**src/rtl/game_if.sv**
```systemverilog
// game_if: player, ball-event and timer signals plus score/status outputs of the game controller.
interface game_if;
  logic [1:0] btn;
  logic       hit;
  logic       miss;
  logic       timer_up;
  logic       timer_start;
  logic       graph_still;
  logic [3:0] score_d1;
  logic [3:0] score_d0;
  logic [1:0] balls;
  logic [1:0] game_state;
  logic       game_over;
  modport master (
    output btn, hit, miss, timer_up,
    input  timer_start, graph_still, score_d1, score_d0, balls, game_state, game_over
  );
  modport slave (
    input  btn, hit, miss, timer_up,
    output timer_start, graph_still, score_d1, score_d0, balls, game_state, game_over
  );
endinterface

```
**src/rtl/game_ctrl.sv**
```systemverilog
// game_ctrl: pong-style game sequencer with BCD score, ball count and countdown-timer handshake.
module game_ctrl #(
  parameter int BALLS_INIT = 3
) (
  input logic clk,
  input logic reset_n,
  game_if.slave g
);
  typedef enum logic [1:0] {NEWGAME = 2'b00, PLAY = 2'b01, NEWBALL = 2'b10, OVER = 2'b11} state_t;
  state_t     state, next;
  logic [1:0] cnt;
  logic [1:0] bl;
  logic [3:0] d1, d0;
  logic       ts;
  logic       pressed, armed;
  assign pressed = |g.btn;
  // cnt saturates at 2 once the state has been held for two full cycles, blocking stale timer_up
  assign armed = g.timer_up && !ts && cnt == 2'd2;
  always_ff @(posedge clk or negedge reset_n)
    if (!reset_n) state <= NEWGAME;
    else state <= next;
  always_comb begin
    next = state;
    case (state)
      NEWGAME: next = pressed ? PLAY : NEWGAME;
      PLAY:    next = g.miss ? (bl == 2'd0 ? OVER : NEWBALL) : PLAY;
      NEWBALL: next = (armed && pressed) ? PLAY : NEWBALL;
      OVER:    next = armed ? NEWGAME : OVER;
      default: next = NEWGAME;
    endcase
  end
  always_comb begin
    g.game_state  = state;
    g.graph_still = state != PLAY;
    g.game_over   = state == OVER;
    g.timer_start = ts;
    g.score_d1    = d1;
    g.score_d0    = d0;
    g.balls       = bl;
  end
  always_ff @(posedge clk or negedge reset_n)
    if (!reset_n) cnt <= 2'd0;
    else if (next != state) cnt <= 2'd0;
    else if (cnt != 2'd2) cnt <= cnt + 2'd1;
  always_ff @(posedge clk or negedge reset_n)
    if (!reset_n) begin
      ts <= 1'b0;
      d1 <= 4'd0;
      d0 <= 4'd0;
      bl <= 2'(BALLS_INIT);
    end else begin
      ts <= state == PLAY && g.miss;
      if (state == NEWGAME && pressed) begin
        d1 <= 4'd0;
        d0 <= 4'd0;
        bl <= 2'(BALLS_INIT - 1);
      end else if (state == PLAY && g.hit && !g.miss && !(d1 == 4'd9 && d0 == 4'd9)) begin
        d0 <= d0 == 4'd9 ? 4'd0 : d0 + 4'd1;
        d1 <= d0 == 4'd9 ? d1 + 4'd1 : d1;
      end else if (state == NEWBALL && armed && pressed) bl <= bl - 2'd1;
      else if (state == OVER && armed) bl <= 2'(BALLS_INIT);
    end
endmodule

```
**src/flat_wrapper.sv**
```systemverilog
// flat-port wrapper written by rule: the top's interface ports become plain ports
module game_ctrl_flat 
#(
  parameter int BALLS_INIT = 3
)
  (clk, reset_n, g_btn, g_hit, g_miss, g_timer_up, g_timer_start, g_graph_still, g_score_d1, g_score_d0, g_balls, g_game_state, g_game_over);
  game_if g_i ();
  input logic clk;
  input logic reset_n;
  input wire logic [$bits(g_i.btn)-1:0] g_btn;
  input wire logic [$bits(g_i.hit)-1:0] g_hit;
  input wire logic [$bits(g_i.miss)-1:0] g_miss;
  input wire logic [$bits(g_i.timer_up)-1:0] g_timer_up;
  output wire logic [$bits(g_i.timer_start)-1:0] g_timer_start;
  output wire logic [$bits(g_i.graph_still)-1:0] g_graph_still;
  output wire logic [$bits(g_i.score_d1)-1:0] g_score_d1;
  output wire logic [$bits(g_i.score_d0)-1:0] g_score_d0;
  output wire logic [$bits(g_i.balls)-1:0] g_balls;
  output wire logic [$bits(g_i.game_state)-1:0] g_game_state;
  output wire logic [$bits(g_i.game_over)-1:0] g_game_over;
  assign g_i.btn = g_btn;
  assign g_i.hit = g_hit;
  assign g_i.miss = g_miss;
  assign g_i.timer_up = g_timer_up;
  assign g_timer_start = g_i.timer_start;
  assign g_graph_still = g_i.graph_still;
  assign g_score_d1 = g_i.score_d1;
  assign g_score_d0 = g_i.score_d0;
  assign g_balls = g_i.balls;
  assign g_game_state = g_i.game_state;
  assign g_game_over = g_i.game_over;
  game_ctrl #(.BALLS_INIT(BALLS_INIT)) u_core (.clk(clk), .reset_n(reset_n), .g(g_i));
endmodule
```
**config.mk**
```make
export PLATFORM = sky130hd
export DESIGN_NAME = game_ctrl_flat
export DESIGN_NICKNAME = d
export VERILOG_FILES = /design/src/rtl/game_if.sv /design/src/rtl/game_ctrl.sv /design/src/flat_wrapper.sv
export SDC_FILE = /design/constraint.sdc
export NUM_CORES = 1
export LEC_CHECK = 0
export BUFFER_PORTS_ARGS = -buffer_cell sky130_fd_sc_hd__clkbuf_2
export CAP_MARGIN = 20
export CORE_MARGIN = 2
export CORE_UTILIZATION = 35
export DETAILED_ROUTE_END_ITERATION = 10
export HOLD_SLACK_MARGIN = 0.08
export PLACE_DENSITY_LB_ADDON = 0.1
export SLEW_MARGIN = 0
export SYNTH_ARGS = -nofsm -noshare
export SYNTH_HDL_FRONTEND = slang
export SYNTH_SLANG_ARGS = --single-unit
export TNS_END_PERCENT = 1
```
**constraint.sdc**
```tcl
create_clock -name clk -period 2.9 [get_ports clk]
set_clock_uncertainty 0.2 [all_clocks]
set_input_delay 0.29 -clock clk [delete_from_list [all_inputs] [get_ports clk]]
set_output_delay 0.29 -clock clk [all_outputs]
set_load 0.01 [all_outputs]
```
* After elaboration in Yosys (flattened, before gate mapping) *
Cells that the tools add are included.
Widths: inputs -> output; s select.

storage, ports and cells
  output and inout port bits = 15
  flip-flop bits (word level) = 15
  input bits = 7
  logic and storage cells = 62

cells by class
  multiplexer cells = 18
  equality and inequality tests = 10
  reductions and logical operators = 24
  $add $sub $neg = 4

operator list
  operator             count
  $mux 4               6
  $mux 2               9
  $logic_and 1x1->1    12
  $add 4x1->4 const B  2
  $eq 4x4->1 const B   2
  $pmux 2 s4           1
  $eq 2x2->1 const B   3
  $reduce_bool 2->1    3
  $logic_not 2->1      2
  $ne 2x1->1 const B   2
  $reduce_and 2->1     2
  $logic_not 1->1      3
  $reduce_bool 3->1    1
  $add 2x1->2 const B  1
  $eq 2x1->1 const B   1
  $mux 1               2
  $ne 2x2->1           1
  $ne 2x2->1 const B   1
  $reduce_or 2->1      1
  $sub 2x1->2 const B  1

* Longest topological paths before layout *
  depth after elaboration = 8
  depth in mapped cells = 6

* Worst setup path before layout *
OpenSTA, ideal clock, no wires.

  kind = register -> register
  start = register u_core.d0[0] (netlist: u_core.g.score_d0[0])
  end = register u_core.d1[0] (netlist: u_core.g.score_d1[0])
  period minus slack after synthesis = 1544 ps
  data arrival time = 1207 ps
  stages on the path, launching flop included = 6
  library setup time = 137 ps
  path slack = 1356 ps
  cells stage by stage = dfrtp_1 -> ha_1 -> and3b_1 -> nand3_1 -> xor2_1 -> nor2_1

between the ends
  longest elaborated chain between the ends = 6
  elaborated cells between the ends (all ways) = 7

RTL lines
  what                                   RTL line                          RTL
  start: declaration                     game_ctrl.sv:13                   logic [3:0] d1, d0;
  start signal: assignment               game_ctrl.sv:58                   d0 <= d0 == 4'd9 ? 4'd0 : d0 + 4'd1;
  $eq 4x4->1 (*)                         game_ctrl.sv:57, game_ctrl.sv:59
  $logic_and 1x1->1                      game_ctrl.sv:57                   end else if (state == PLAY && g.hit && !g.miss && !(d1 == 4'd9 && d0 == 4'd9)) begin
  $logic_not 1->1                        game_ctrl.sv:57
  $logic_and 1x1->1                      game_ctrl.sv:57
  $reduce_bool 2->1 (no source line)     -
  $reduce_and 2->1 (no source line) (*)  -
  end signal: assignment                 game_ctrl.sv:59                   d1 <= d0 == 4'd9 ? d1 + 4'd1 : d1;
  end: declaration                       game_ctrl.sv:13

Every way passes the cells marked *; elsewhere a longest branch is shown, timed or not.
A chain may end at the register's enable or synchronous reset.

* Worst setup path in the final report *
  start = input g_miss
  end = register u_core.d0[3] (netlist: u_core.g.score_d0[3])

between the ends
  longest elaborated chain between the ends = 4

RTL lines
  what                                RTL line            RTL
  start: declaration                  flat_wrapper.sv:12  input wire logic [$bits(g_i.miss)-1:0] g_miss;
  $logic_not 1->1                     game_ctrl.sv:57
  $logic_and 1x1->1 (2 in a row)      game_ctrl.sv:57
  $reduce_bool 2->1 (no source line)  -

No other way between the ends.

==> key figures <==
Status
  • Run status: finished clean

Placement
  • Placed cell count: between 100 and 150
  • HPWL after DPL: 1.32 mm
  • Port bufs: 21
  • DP Worst Slack: roughly 1.2 ns
  • Routability cong.: around 0.76
  • Placement Cell Area: 988 sq um

CTS
  • H-Tree Depth: 1
  • CTS Hold Buffers Added: 2
  • Maximum clock path buffer count: 2
  • Post-CTS Setup Inserts: 0
  • CTS buffer count: 3
  • Root Buffer: clkbuf_4
  • CTS Sinks: 15
  • CTS tree: yes
  • Gates resized, CTS repair: 0
  • Clock slew at reported path FFs: approximately 0.10 ns
  • Worst skew pair latency: 0.29 ns

Global routing
  • Initial antenna violation count: 0
  • Number of global-route vias before repair: 721
  • GRT Overall Usage: 0.159
  • Largest net degree at the start of global routing: 16
  • Global-route wire length before repair: 3.23 mm
  • GRT overflow: 0

Worst setup path
  • Crit-path max FO: 7
  • R2R depth: 4
  • Family with the most delay on the worst path: simple AND/OR/NAND/NOR gates
  • Slowest cell on crit path: dlygate4sd3_1
  • Crit start category: primary input
  • Setup crit end kind: flip-flop
  • R2r setup slk: 1.21 ns
  • Critical Path AT: between 1.5 and 2 ns
  • CP Class: primary input to flip-flop
  • FF-to-FF Start: u_core.g.game_state[1]
  • Ordered cell list for the critical path: dlygate4sd3_1 -> clkbuf_2 -> and4bb_4 -> o21ai_0 -> nor3b_1 -> nor3_1
  • Critical Path Max Stage Delay: 0.53 ns
  • Req. time, crit path: between 2 and 3 ns
  • Worst reg2reg path endpoint: u_core.g.score_d0[3]
  • Worst path bufs/invs: 2

Yosys
  • Synth top cells by count: 13 x dfrtp_1, 8 x nor2_1, 7 x nand2_1, 7 x o21ai_0
  • Mapped cell area: 858 sq um
  • Synthesized net count: 104
  • Sequential share of the synthesized area: 0.440
  • Flop and latch count out of synthesis: 15
  • Dominant combinational cell family by area after synthesis: simple AND/OR/NAND/NOR gates
  • Top_reg_cell synth: dfrtp_1
  • Synthesized area per cell: roughly 9.4 sq um
  • Post-Synth XOR/XNOR Area: 0.0306
  • Post-synth EDFFs: 0
  • Post-synthesis cell type count: 32
  • Most frequent cell after synthesis: dfrtp_1
  • Simple-gate share of the synthesized area: 0.257
  • Top cell type's share of synthesized area: 0.379
  • FFs w/ async S/R, synth: 1.00
  • Synth area leader: dfrtp_1
  • Synth top area cells: dfrtp_1 38%, ha_1 8.7%, dfstp_2 6.1%
  • Mux contribution to synthesized area: 0
  • Mapped Cells: between 90 and 100
  • Adder-Cell Fraction of Synth Area: 0.0875
  • Synthesis Warnings: 0
  • Compound-Gate Fraction of Synth Area: 0.147

Detailed routing
  • Final WL: around 1.8 mm
  • DRC: 0
  • Initial DRC Count: 15
  • Avg WL per Cell: around 12 um
  • First-pass DRT Iterations: 4
  • DRT antenna net count: 0
  • Via density per instance: between 5 and 6
  • Via count: roughly 740

Timing
  • Final slew viol count: 0
  • Measured slew at the worst slew-check pin: ~0.58 ns
  • Period utilization: 0.625
  • Finish-stage setup viols: 0
  • Final worst setup slack: approximately 1.1 ns
  • Final Hold Viols: 0
  • Max frequency: roughly 0.55 GHz
  • Worst slew margin: 0.610
  • Hold_ws: 0.142 ns
  • Min Tclk post-route: roughly 1.8 ns
  • Final TNS setup: 0 ns
  • Unrepaired setup endpoints after global routing: no

Die
  • Die X: 53.5 um
  • Starting density of the core: 0.377
  • Core area: between 2000 and 2500 sq um
  • Die extent in y: 53.5 um
  • DIE AREA: 2860 sq um
  • Number of core rows: 17
  • Number of top-level pins: 22

Cells and area
  • Layout area overhead: 20.7%
  • Utilization after layout: 0.455
  • N_diodes: 0
  • Register area: between 300 and 400 sq um
  • Non-filler cells, final: roughly 140
  • Share of layout cells above drive strength 1: 0.267
  • Area of the multi-input gates: about 450 sq um
  • FILL cells: 227
  • Final Cell Area: between 1000 and 1500 sq um
  • # nets final: 130

Worst hold path
  • Worst min path class: primary input to flip-flop
  • Hold path startpoint: g_btn[1]
  • Worst Hold End: u_core.g.balls[0]
  • WHS Path Cells: 3

Power
  • Peak VDD IR: 521 uV
  • Pwr Total: ~780 uW
  • LEAKAGE: a little under 0.5 nW
  • Power per Cell Area: approximately 750 nW/um^2

Run
  • Max Cap Viol: 0
layout by cell type, fill, tap and decap left out, types with 2 or more instances in the layout:
master,count
nand2_1,7
dlygate4sd3_1,2
o21ai_0,7
a21oi_1,3
clkbuf_2,21
ha_1,6
clkbuf_4,3
nor4b_1,2
nor3_1,4
nand3_1,5
dfstp_2,2
nor2_1,8
xor2_1,3
nand3b_1,3
o211ai_1,2
dfrtp_1,13
inv_1,6
a31oi_1,2
worst max path at each step:
stage | to | cells past startpoint | start | slack [ns]
after floorplan | u_core.g.score_d1[0] | 5 | u_core.g.score_d0[0] | 1.36
after global placement | u_core.g.score_d0[3] | 4 | u_core.g.game_state[1] | 1.23
after global routing | u_core.g.score_d0[3] | 6 | g_miss | 1.00
final | u_core.g.score_d0[3] | 6 | g_miss | 1.09
after CTS | u_core.g.score_d0[3] | 6 | g_miss | 1.09
after detailed placement | u_core.g.score_d0[3] | 4 | u_core.g.game_state[1] | 1.22
layout make-up:
type / instances / share of cell area
clock buffer: 3 / 0.0217
clock inverter: 1 / 0.00483
inverter: 6 / 0.0217
multi-input combinational: 68 / 0.432
sequential: 15 / 0.365
tap: 28 / 0.0338
timing repair buffer: 23 / 0.121
tightest hold or removal path: cells and delay by family:
| family | cells | cell delay, ns |
|---|---|---|
| simple gates | 1 | 0.15 |
| compound gates | 1 | 0.09 |
| buf+inv | 1 | 0.08 |
logic make-up (layout without fill, tap and decap cells):
group	Yosys count	in the layout
adder cells (fa/ha/maj)	6	6
flip-flops	15	15
buffers and inverters	8	33
AO/OA/AOI/OAI	20	20
XOR/XNOR	3	3
AND/OR/NAND/NOR	39	39
state kept, by name (all words and copies together) (netlist names):
register and count:
u_core.g.score_d0 4, u_core.cnt 2, u_core.g.timer_start 1, u_core.g.score_d1 4
u_core.g.balls 2, u_core.g.game_state 2
per-layer routing:
layer	vias up	track usage	routed length (um)
met5	-	0	0
met4	0	0.0598	17
met3	2	0.0508	102
met2	19	0.224	749
met1	341	0.226	909
li1	381	-	-
power by group:
part	switching, mW	leakage, nW	internal (mW)
Combinational	0.166	0.284	0.133
Sequential	0.0838	0.193	0.274
Clock	0.0693	0.0177	0.0512
Power figures use the tool's default switching activity.
